<file path="src/rtl/psg_pkg.sv">
// Shared types and constants for the PSG voice VCA/mixer.
package psg_pkg;

    typedef enum logic [1:0] {
        IDLE  = 2'd0,
        RUN   = 2'd1,
        DRAIN = 2'd2,
        DONE  = 2'd3
    } vca_state_t;

    localparam int VCA_SHIFT = 12;
    localparam int ENV_W     = 8;
    localparam int VOL_W     = 4;

endpackage

</file>
<file path="src/rtl/psg_env_exp_rom.sv">
// Exponential envelope curve ROM: 0 -> 0, else round(255*2^((env-255)/32)).
// Only compiled when PSG_VCA_EXP_EN is defined; the table is folded at elaboration.
`ifdef PSG_VCA_EXP_EN
module psg_env_exp_rom (
    input  logic [7:0] addr_i,
    output logic [7:0] data_o
);

    function automatic longint isqrt(input longint v_in);
        longint v, res, b;
        v   = v_in;
        res = 0;
        b   = longint'(1) <<< 60;
        while (b > v) b = b >>> 2;
        while (b != 0) begin
            if (v >= res + b) begin
                v   = v - (res + b);
                res = (res >>> 1) + b;
            end else begin
                res = res >>> 1;
            end
            b = b >>> 2;
        end
        return res;
    endfunction

    // Q30 fixed point: 2^(-1/32) via five square roots of 0.5, then r powers and q halvings.
    function automatic logic [7:0] exp_val(input int a);
        longint c, f, y;
        int     d, q, r;
        if (a == 0) return 8'd0;
        d = 255 - a;
        q = d / 32;
        r = d % 32;
        c = longint'(1) <<< 29;
        for (int i = 0; i < 5; i++) c = isqrt(c <<< 30);
        f = longint'(1) <<< 30;
        for (int i = 0; i < r; i++) f = (f * c + (longint'(1) <<< 29)) >>> 30;
        y = (255 * f + (longint'(1) <<< (29 + q))) >>> (30 + q);
        return y[7:0];
    endfunction

    logic [7:0] rom [256];

    for (genvar a = 0; a < 256; a++) begin : g_rom
        localparam logic [7:0] VAL = exp_val(a);
        assign rom[a] = VAL;
    end

    assign data_o = rom[addr_i];

endmodule
`endif

</file>
<file path="src/rtl/psg_voice_vca_mixer.sv">
// Time-multiplexed voice VCA and mixer: sum of wave*env*vol per frame, saturated to OW bits.
// Define PSG_VCA_EXP_EN for the exponential envelope curve (ROM); default is linear.
module psg_voice_vca_mixer
    import psg_pkg::*;
#(
    parameter int NVOICE = 4,
    parameter int WW     = 12,
    parameter int OW     = 16
) (
    input  logic                     clk,
    input  logic                     rst,
    input  logic                     srst,
    input  logic                     tick,
    input  logic [NVOICE*WW-1:0]     wave,
    input  logic [NVOICE*ENV_W-1:0]  env,
    input  logic [NVOICE*VOL_W-1:0]  vol,
    input  logic [NVOICE-1:0]        mute,
    output logic signed [OW-1:0]     o,
    output logic                     o_valid,
    output logic                     busy,
    output logic                     o_overrun
);

    // state | meaning
    // IDLE  | waiting for tick; inputs snapshotted on accept
    // RUN   | issue one voice per cycle into S1
    // DRAIN | 3 cycles for S1..S3 and the accumulator to settle
    // DONE  | register saturated result, pulse o_valid

    localparam int VCW = $clog2(NVOICE);
    localparam int AW  = WW + VCW + 1;
    localparam int P1W = WW + ENV_W + 1;
    localparam int P2W = P1W + VOL_W + 1;
    localparam int TW  = P2W - VCA_SHIFT;
    localparam int SW  = AW + OW - WW;

    vca_state_t              state_q;
    logic [VCW-1:0]          vcnt_q;
    logic [1:0]              dcnt_q;

    logic signed [WW-1:0]    wave_q [NVOICE];
    logic [ENV_W-1:0]        env_q  [NVOICE];
    logic [VOL_W-1:0]        vol_q  [NVOICE];
    logic [NVOICE-1:0]       mute_q;

    logic                    s1_v_q, s2_v_q, s3_v_q;
    logic signed [WW-1:0]    s1_wave_q;
    logic [ENV_W-1:0]        s1_e_q;
    logic [VOL_W-1:0]        s1_vol_q, s2_vol_q;
    logic signed [P1W-1:0]   s2_p1_q;
    logic signed [TW-1:0]    s3_term_q;
    logic signed [AW-1:0]    acc_q;

    logic signed [OW-1:0]    o_q;
    logic                    o_valid_q, busy_q, overrun_q;

    logic [ENV_W-1:0]        env_cur, env_map, e_d;
    logic signed [P1W-1:0]   p1_d;
    logic signed [P2W-1:0]   p2_d;
    logic signed [TW-1:0]    term_d;
    logic signed [AW-1:0]    term_ext;
    logic signed [SW-1:0]    sh_d;
    logic signed [OW-1:0]    o_d;

`ifdef PSG_VCA_EXP_EN
    psg_env_exp_rom u_exp_rom (
        .addr_i (env_cur),
        .data_o (env_map)
    );
`else
    assign env_map = env_cur;
`endif

    always_comb begin
        env_cur  = env_q[vcnt_q];
        e_d      = mute_q[vcnt_q] ? '0 : env_map;
        p1_d     = P1W'(s1_wave_q) * P1W'($signed({1'b0, s1_e_q}));
        p2_d     = P2W'(s2_p1_q) * P2W'($signed({1'b0, s2_vol_q}));
        term_d   = $signed(p2_d[P2W-1:VCA_SHIFT]);
        term_ext = AW'(s3_term_q);
        sh_d     = SW'(acc_q) <<< (OW - WW);
        // In range only when all bits above the output sign bit match it.
        if ((&sh_d[SW-1:OW-1]) || ~(|sh_d[SW-1:OW-1])) begin
            o_d = sh_d[OW-1:0];
        end else if (sh_d[SW-1]) begin
            o_d = {1'b1, {(OW-1){1'b0}}};
        end else begin
            o_d = {1'b0, {(OW-1){1'b1}}};
        end
    end

    always_ff @(posedge clk) begin
        if (rst || srst) begin
            state_q   <= IDLE;
            vcnt_q    <= '0;
            dcnt_q    <= '0;
            for (int k = 0; k < NVOICE; k++) begin
                wave_q[k] <= '0;
                env_q[k]  <= '0;
                vol_q[k]  <= '0;
            end
            mute_q    <= '0;
            s1_v_q    <= 1'b0;
            s2_v_q    <= 1'b0;
            s3_v_q    <= 1'b0;
            s1_wave_q <= '0;
            s1_e_q    <= '0;
            s1_vol_q  <= '0;
            s2_vol_q  <= '0;
            s2_p1_q   <= '0;
            s3_term_q <= '0;
            acc_q     <= '0;
            o_q       <= '0;
            o_valid_q <= 1'b0;
            busy_q    <= 1'b0;
            overrun_q <= 1'b0;
        end else begin
            o_valid_q <= 1'b0;
            overrun_q <= tick && busy_q;
            s1_v_q    <= 1'b0;
            s2_v_q    <= s1_v_q;
            s2_p1_q   <= p1_d;
            s2_vol_q  <= s1_vol_q;
            s3_v_q    <= s2_v_q;
            s3_term_q <= term_d;
            if (s3_v_q) acc_q <= acc_q + term_ext;

            case (state_q)
                IDLE: begin
                    if (o_valid_q) busy_q <= 1'b0;
                    if (tick && !busy_q) begin
                        for (int k = 0; k < NVOICE; k++) begin
                            wave_q[k] <= $signed(wave[k*WW +: WW]);
                            env_q[k]  <= env[k*ENV_W +: ENV_W];
                            vol_q[k]  <= vol[k*VOL_W +: VOL_W];
                        end
                        mute_q  <= mute;
                        acc_q   <= '0;
                        vcnt_q  <= '0;
                        busy_q  <= 1'b1;
                        state_q <= RUN;
                    end
                end
                RUN: begin
                    s1_v_q    <= 1'b1;
                    s1_wave_q <= wave_q[vcnt_q];
                    s1_e_q    <= e_d;
                    s1_vol_q  <= vol_q[vcnt_q];
                    if (vcnt_q == VCW'(NVOICE - 1)) begin
                        dcnt_q  <= '0;
                        state_q <= DRAIN;
                    end else begin
                        vcnt_q <= vcnt_q + VCW'(1);
                    end
                end
                DRAIN: begin
                    if (dcnt_q == 2'd2) state_q <= DONE;
                    else                dcnt_q  <= dcnt_q + 2'd1;
                end
                DONE: begin
                    o_q       <= o_d;
                    o_valid_q <= 1'b1;
                    state_q   <= IDLE;
                end
                default: state_q <= IDLE;
            endcase
        end
    end

    assign o         = o_q;
    assign o_valid   = o_valid_q;
    assign busy      = busy_q;
    assign o_overrun = overrun_q;

endmodule
</file>
<file path="config.mk">
export PLATFORM = sky130hd
export DESIGN_NAME = psg_voice_vca_mixer
export DESIGN_NICKNAME = d
export VERILOG_FILES = /design/src/rtl/psg_pkg.sv /design/src/rtl/psg_env_exp_rom.sv /design/src/rtl/psg_voice_vca_mixer.sv
export SDC_FILE = /design/constraint.sdc
export NUM_CORES = 1
export LEC_CHECK = 0
export CAP_MARGIN = 20
export CORE_MARGIN = 2
export CORE_UTILIZATION = 59
export DETAILED_ROUTE_END_ITERATION = 8
export PLACE_DENSITY = 0.83
export SETUP_SLACK_MARGIN = 0.3
export SLEW_MARGIN = 20
export SYNTH_ARGS = -nofsm -noshare
export SYNTH_HDL_FRONTEND = slang
export SYNTH_SLANG_ARGS = --single-unit
export TNS_END_PERCENT = 1
</file>
<file path="constraint.sdc">
create_clock -name clk -period 14.2 [get_ports clk]
set_clock_uncertainty 0.1 [all_clocks]
set_input_delay 2.13 -clock clk [delete_from_list [all_inputs] [get_ports clk]]
set_output_delay 2.13 -clock clk [all_outputs]
set_load 0.05 [all_outputs]
</file>
==> results.tsv, run 1 <==
stage	metric	value	unit
run_status	run_status	finished clean	
die	die_width	163	µm
yosys	ys_ff_latch	205	
sta	min_period	5040	ps
cts	cts-root-buf	clkbuf_16	
setup_path	r2r_slack	9160	ps
yosys	synthCells	1488	
detailed_routing	drc	0	
sta	hold_viol	0	
detailed_routing	vias	10300	
setup_path	worst-endpoint-arrival	5290	ps
sta	slew_violations	0	
detailed_routing	vias_per_cell	5.35	
setup_path	required	14450	ps
sta	setup_tns	0	ps
setup_path	regToRegStartpoint	s1_e_q[1]	
layout	fin_cells	1916	
die	boundaryPins	123	
die	die_area	26500	µm²
detailed_routing	route.antenna.remaining_nets	0	
cts	clk_latency	500	ps
cts	cts_tree	yes	
yosys	synth_warnings	0	
detailed_routing	postRouteWirelength	30.1	mm
die	die_y	163	µm
cts	numCtsBuffers	21	
place	place_congestion	0.915	
cts	cts_max_path_buffers	3	
power	power	1.30	mW
die	rows	58	
sta	rsz0062_at_grt	no	
die	initial_core_util	59.6	%
power	max-vdd-ir-drop	104	µV
cts	htree_levels	1	
setup_path	crit_type	reg2reg	
global_route	antenna_found_initial	0	
layout	diodes	0	
yosys	yosysUniqueCellTypes	60	
cts	post_cts_buffers	0	
layout	final_cell_area	17000	µm²
global_route	grt_overflow_total	0	
die	core_area	25000	µm²
sta	slew-limit-headroom	31.8	%
worst_hold_path	min_to	s3_v_q	
sta	setup_viol_count_final	0	
yosys	async_reset_ff_share	0	%
yosys	synth_fp_nets	1823	
yosys	synth_area	14900	µm²
worst_hold_path	hold_class	reg2reg	
layout	syn2layout_area_growth	14.5	%
global_route	grt_pass1_vias	10900	
setup_path	r2r-end	s2_p1_q[18]	
sta	period_share	35.5	%
power	p_leak	7.79	nW
layout	drive_gt1_share	4.73	%
worst_hold_path	min-delay-start	s2_v_q	
yosys	synth_edf_count	96	
yosys	ys.flop_type	dfxtp_1	
worst_hold_path	hold-path-cell-count	1	
global_route	gr-usage-all-layers	23.7	%
layout	final_nets	1908	
cts	cts-resized-gates	0	
place	io_buffers	122	
global_route	grt_max_degree	97	
setup_path	ff2ff_path_depth	16	
layout	fillCellCount	1856	
yosys	seq_area_frac_synth	34.0	%
detailed_routing	first_pass_iters	5	
detailed_routing	dr.first_iter.drc_count	600	
cts	cts.sinks	205	
place	dp.cells	1880	
global_route	grt_pass1_wl	51.1	mm
setup_path	path_max_fanout	13	
place	dp.final_hpwl	22.6	mm
detailed_routing	wl_per_cell	15.7	µm
power	p_per_area	76.0	nW/µm²
setup_path	end_kind	register	
place	post_dp_cell_area	16300	µm²
cts	cts.clk_slew.worst_paths	60	ps
cts	cts_hold_buf	0	
sta	timing.fmax	0.199	GHz
flow_run	drv_cap	0	
yosys	avgSynthCellArea	10.0	µm²
sta	worst_pin_slew	1020	ps
setup_path	startpoint_type	register	
## cells in the final DEF, fill, tap and decap left out, types with 5 or more instances in the layout
cell             Yosys  layout
a31oi_1              6       6
nand2b_1            10      10
mux2i_1             31      31
ha_1               110     110
mux4_2              24      24
a21o_1              22      22
o21a_1               5       5
fa_1               121     121
o21bai_1             7       7
a21oi_1             47      47
nand2_1            101     100
nand4_1              7       7
o21ai_0             27      27
dfxtp_1            109     109
xor2_1              13      13
nand3_1             18      18
nor3_1               9       9
and3_1               8       8
a22o_1              11      11
inv_1              240     240
and2_1             215     215
clkbuf_16            0      22
a211oi_1            12      12
xnor2_1             29      29
clkdlybuf4s50_1      0     122
edfxtp_1            96      96
nor2_1              98      96
## cell usage after synthesis (6+ instances only)
master,count,area [µm²]
and3_1,8,50.1
nor2_1,98,368
a211oi_1,12,90.1
mux2i_1,31,310
nand2_1,101,379
a21oi_1,47,235
o21ai_0,27,135
dfxtp_1,109,2180
buf_1,7,26.3
nand3_1,18,90.1
clkbuf_1,51,191
o21bai_1,7,52.6
edfxtp_1,96,2880
xnor2_1,29,254
and2_1,215,1350
a31oi_1,6,37.5
nor3_1,9,45.0
mux4_2,24,541
nand4_1,7,43.8
a22o_1,11,96.3
inv_1,240,901
ha_1,110,1380
fa_1,121,2420
a21o_1,22,165
nand2b_1,10,62.6
xor2_1,13,114
## layer usage
layer	vias to the layer above	GRT usage, %	routed length, µm
li1	4965	-	-
met1	4937	30.6	13100
met2	285	41.1	14600
met3	70	3.41	1470
met4	0	8.00	998
met5	-	0	0
## per-stage QoR
step | setup WS (ps) | utilization, % | hold WS, ps
final | 9160 | 68.2 | 327
after global placement | 9140 | 65.3 | 310
after detailed placement | 9020 | 65.3 | 316
after global routing | 8870 | 68.2 | 345
after floorplan | 8170 | - | 306
after CTS | 9230 | 68.2 | 329
## report_power, final
part	internal, mW	switching, mW
Sequential	0.641	0.00901
Clock	0.347	0.224
Combinational	0.0428	0.0322
Total	1.03	0.265
## sequential cells by signal, indices dropped and copies added (netlist names), 8 cells and up, named ones only
signal and cells:
o 13, s1_wave_q 12, s2_p1_q 21, vol_q 16, s1_e_q 8, wave_q 48, env_q 32, acc_q 15
s3_term_q 14
## area by class of cell
| cell class | instances | area (µm²) | share of cell area, % |
|---|---|---|---|
| multi-input cells | 978 | 8680 | 51.0 |
| flip-flops and latches | 205 | 5060 | 29.7 |
| repair buffers | 127 | 1260 | 7.41 |
| inverters | 240 | 901 | 5.29 |
| clock buffers | 27 | 589 | 3.46 |
| well taps | 330 | 413 | 2.42 |
| clock inverters | 9 | 123 | 0.720 |
## how the worst max path moves through the flow
| stage | end | cells past startpoint | from | slack [ps] |
|---|---|---|---|---|
| 4_1_cts | s2_p1_q[18] | 16 | s1_e_q[1] | 9230 |
| 3_5_place_dp | o[4] | 5 | srst | 9020 |
| 5_1_grt | s2_p1_q[18] | 16 | s1_e_q[0] | 8870 |
| 3_3_place_gp | o[10] | 5 | srst | 9140 |
| 2_1_floorplan | env_q[0][0] | 3 | tick | 8170 |
| 6_report | s2_p1_q[18] | 16 | s1_e_q[1] | 9160 |
## cells by family (layout without fill, tap and decap cells)
logic type | after synthesis | count (layout) | synth area share (%)
mux | 56 | 56 | 5.79
fa+ha+maj | 231 | 231 | 25.5
xor+xnor | 42 | 42 | 2.47
buf+inv | 305 | 403 | 7.84
simple gates | 476 | 476 | 16.5
compound gates | 173 | 173 | 7.85
flops | 205 | 205 | 34.0
## worst max-delay path: stages, from the launching register on
cell and delay, ps:
dfxtp_1 640, nand2_1 160, fa_1 530, inv_1 60, fa_1 510, inv_1 60, fa_1 500, fa_1 500
inv_1 40, ha_1 330, o21ai_1 120, a21boi_0 380, o21ai_1 140, a211oi_1 390, o211ai_1 160, a21boi_0 200
nor3_1 60
(Power assumes the default switching activity.)
==> run 2: changes to the inputs <==
--- a/config.mk
+++ b/config.mk
@@ -7,9 +7,9 @@
 export LEC_CHECK = 0
 export CAP_MARGIN = 20
 export CORE_MARGIN = 2
-export CORE_UTILIZATION = 59
+export CORE_UTILIZATION = 54
 export DETAILED_ROUTE_END_ITERATION = 8
-export PLACE_DENSITY = 0.83
+export PLACE_DENSITY = 0.8
 export SETUP_SLACK_MARGIN = 0.3
 export SLEW_MARGIN = 20
 export SYNTH_ARGS = -nofsm -noshare
==> constraint.sdc (replaced) <==
create_clock -name clk -period 4.08 [get_ports clk]
set_clock_uncertainty 0.1 [all_clocks]
set_input_delay 0.612 -clock clk [delete_from_list [all_inputs] [get_ports clk]]
set_output_delay 0.612 -clock clk [all_outputs]
set_load 0.05 [all_outputs]
==> results.tsv, run 2 (synthesis results as in run 1) <==
stage	metric	value	unit	change
place	dpl_worst_slack	-578	ps	was 9020 ps
sta	rsz0062_at_grt	yes		was no
global_route	grt_pass1_wl	53.7	mm	was 51.1 mm
layout	final_common_cell	inv_1		unchanged
sta	worst_pin_slew	809	ps	was 1020 ps
setup_path	r2r-end	s2_p1_q[18]		unchanged
place	io_buffers	122		unchanged
layout	seqCellArea	5110	µm²	was 5060 µm²
cts	clk_latency	520	ps	was 500 ps
detailed_routing	dr.first_iter.drc_count	490		was 600
sta	whs	333	ps	was 327 ps
layout	drive_gt1_share	16.5	%	was 4.73%
cts	numCtsBuffers	22		was 21
detailed_routing	route.antenna.remaining_nets	0		unchanged
global_route	grt_pass1_vias	11500		was 10900
run_status	violations	setup timing		
sta	hold_viol	0		unchanged
detailed_routing	postRouteWirelength	32.1	mm	was 30.1 mm
power	switchingPower	957	µW	was 265 µW
worst_hold_path	hold_class	reg2reg		unchanged
power	max-vdd-ir-drop	331	µV	was 104 µV
layout	top_regs	wave_q: 48 flops, env_q: 32 flops, s2_p1_q: 21 flops		unchanged
layout	final_nets	2036		was 1908
place	post_dp_cell_area	17200	µm²	was 16300 µm²
global_route	gr-usage-all-layers	22.9	%	was 23.7%
cts	cts_max_path_buffers	3		unchanged
setup_path	cp-endpoint	s2_p1_q[18]		unchanged
sta	min_period	4400	ps	was 5040 ps
die	die_area	28900	µm²	was 26500 µm²
sta	setup_tns	-1950	ps	was 0 ps
setup_path	crit_type	reg2reg		unchanged
place	place_congestion	0.918		was 0.915
power	p_per_area	250	nW/µm²	was 76.0 nW/µm²
setup_path	startpoint_type	register		unchanged
power	p_leak	8.51	nW	was 7.79 nW
setup_path	regToRegStartpoint	s1_e_q[2]		was s1_e_q[1]
sta	setup_slack	-316	ps	was 9160 ps
power	share_seq_of_total_power	48.8	%	was 50.2%
die	core_area	27000	µm²	was 25000 µm²
setup_path	ff2ff_path_depth	19		was 16
setup_path	worst_setup_path_startpoint	s1_e_q[2]		was s1_e_q[1]
layout	multiInputGateArea	9020	µm²	was 8680 µm²
power	p_int	3.66	mW	was 1.03 mW
layout	diodes	0		unchanged
setup_path	required	4410	ps	was 14450 ps
detailed_routing	drc	0		unchanged
run_status	run_status	complete, but fails checks		was finished clean
global_route	grt_overflow_total	0		unchanged
detailed_routing	vias	10800		was 10300
die	initial_core_util	55.1	%	was 59.6%
setup_path	path_max_fanout	5		was 13
cts	cts_tree	yes		unchanged
sta	setup_viol_count_final	9		was 0
setup_path	end_kind	register		unchanged
setup_path	worst-endpoint-arrival	4730	ps	was 5290 ps
worst_hold_path	hold-path-cell-count	1		unchanged
sta	period_share	108	%	was 35.5%
power	pwr-share-comb	5.9	%	was 5.8%
detailed_routing	vias_per_cell	5.24		was 5.35
global_route	grt_max_degree	97		unchanged
layout	fillCellCount	1918		was 1856
detailed_routing	wl_per_cell	15.6	µm	was 15.7 µm
die	die_y	170	µm	was 163 µm
detailed_routing	first_pass_iters	5		unchanged
power	power	4.62	mW	was 1.30 mW
setup_path	r2r_slack	-320	ps	was 9160 ps
sta	slew-limit-headroom	45.7	%	was 31.8%
sta	timing.fmax	0.227	GHz	was 0.199 GHz
cts	cts.clk_slew.worst_paths	60	ps	about the same
cts	cts.sinks	205		unchanged
layout	largest_reg_flops	48		unchanged
layout	syn2layout_area_growth	24.4	%	was 14.5%
layout	final_cell_area	18500	µm²	was 17000 µm²
cts	htree_levels	1		unchanged
place	dp.final_hpwl	24.5	mm	was 22.6 mm
sta	slew_violations	0		unchanged
global_route	antenna_found_initial	0		unchanged
layout	largest-register	wave_q		unchanged
die	die_width	170	µm	was 163 µm
die	rows	60		was 58
power	p_sw_share	20.7	%	was 20.5%
power	p_clk_share	45.3	%	was 44.0%
flow_run	drv_cap	0		unchanged
die	boundaryPins	123		unchanged
cts	cts-root-buf	clkbuf_16		unchanged
layout	layout_common_cells	inv_1 (233), and2_1 (213), clkdlybuf4s50_1 (122), buf_4 (122), fa_1 (115)		was inv_1 (240), and2_1 (215), clkdlybuf4s50_1 (122)
==> run 2: final cells by class <==
cell class,count,share of cell area (%)
multi-input cells,978,48.7
flip-flops and latches,205,27.6
repair buffers,254,12.3
inverters,240,4.86
clock buffers,26,3.16
well taps,341,2.30
clock inverters,14,1.04
==> run 2: through the flow <==
stage | utilization (%) | instances
after floorplan | - | 1488
after global placement | 63.6 | 2002
after detailed placement | 63.6 | 2002
after CTS | 68.1 | 2054
after global routing | 68.5 | 2058
final | 68.5 | 2058
==> run 2: worst min-delay path by stage <==
stage	from	end	slack, ps
after global placement	s1_v_q	s2_v_q	310
after detailed placement	s1_v_q	s2_v_q	320
after global routing	s1_v_q	s2_v_q	380
after floorplan	s1_v_q	s2_v_q	310
final	s1_v_q	s2_v_q	330
after CTS	s1_v_q	s2_v_q	340
==> run 2: metal layers <==
metal / track usage, % / vias to the layer above / part of all wire (%)
met5: 0 / - / 0
met3: 2.58 / 72 / 3.4
met1: 28.5 / 5221 / 43
met2: 41.4 / 263 / 50
li1: - / 5237 / -
met4: 7.73 / 0 / 3.6
==> run 2: critical path: stages, from the launching register on <==
cell and delay (ps):
dfxtp_4 370, buf_6 110, nand2_1 60, fa_1 490
inv_1 50, fa_1 440, ha_1 310, inv_2 40
fa_1 460, buf_4 150, fa_2 330, and2b_1 250
o21ai_2 90, a21boi_2 170, o21ai_2 90, a211oi_2 210
buf_4 160, o211ai_1 140, nor3b_2 180, nor3_1 120
==> run 2: timing repair <==
item,in CTS,in global routing
setup endpoints to repair,28,27
hold buffers,0,0
pin swaps,64,15
gates resized for setup,90,19
buffers inserted,12,4
==> run 2: power by group through the flow <==
stage          clock network, mW  registers [mW]  logic, mW
2_1_floorplan                  0            2.29      0.129
3_3_place_gp                   0            2.29      0.265
3_5_place_dp                   0            2.30      0.271
4_1_cts                     2.13            2.25      0.275
5_1_grt                     2.20            2.26      0.295
6_report                    2.09            2.25      0.274
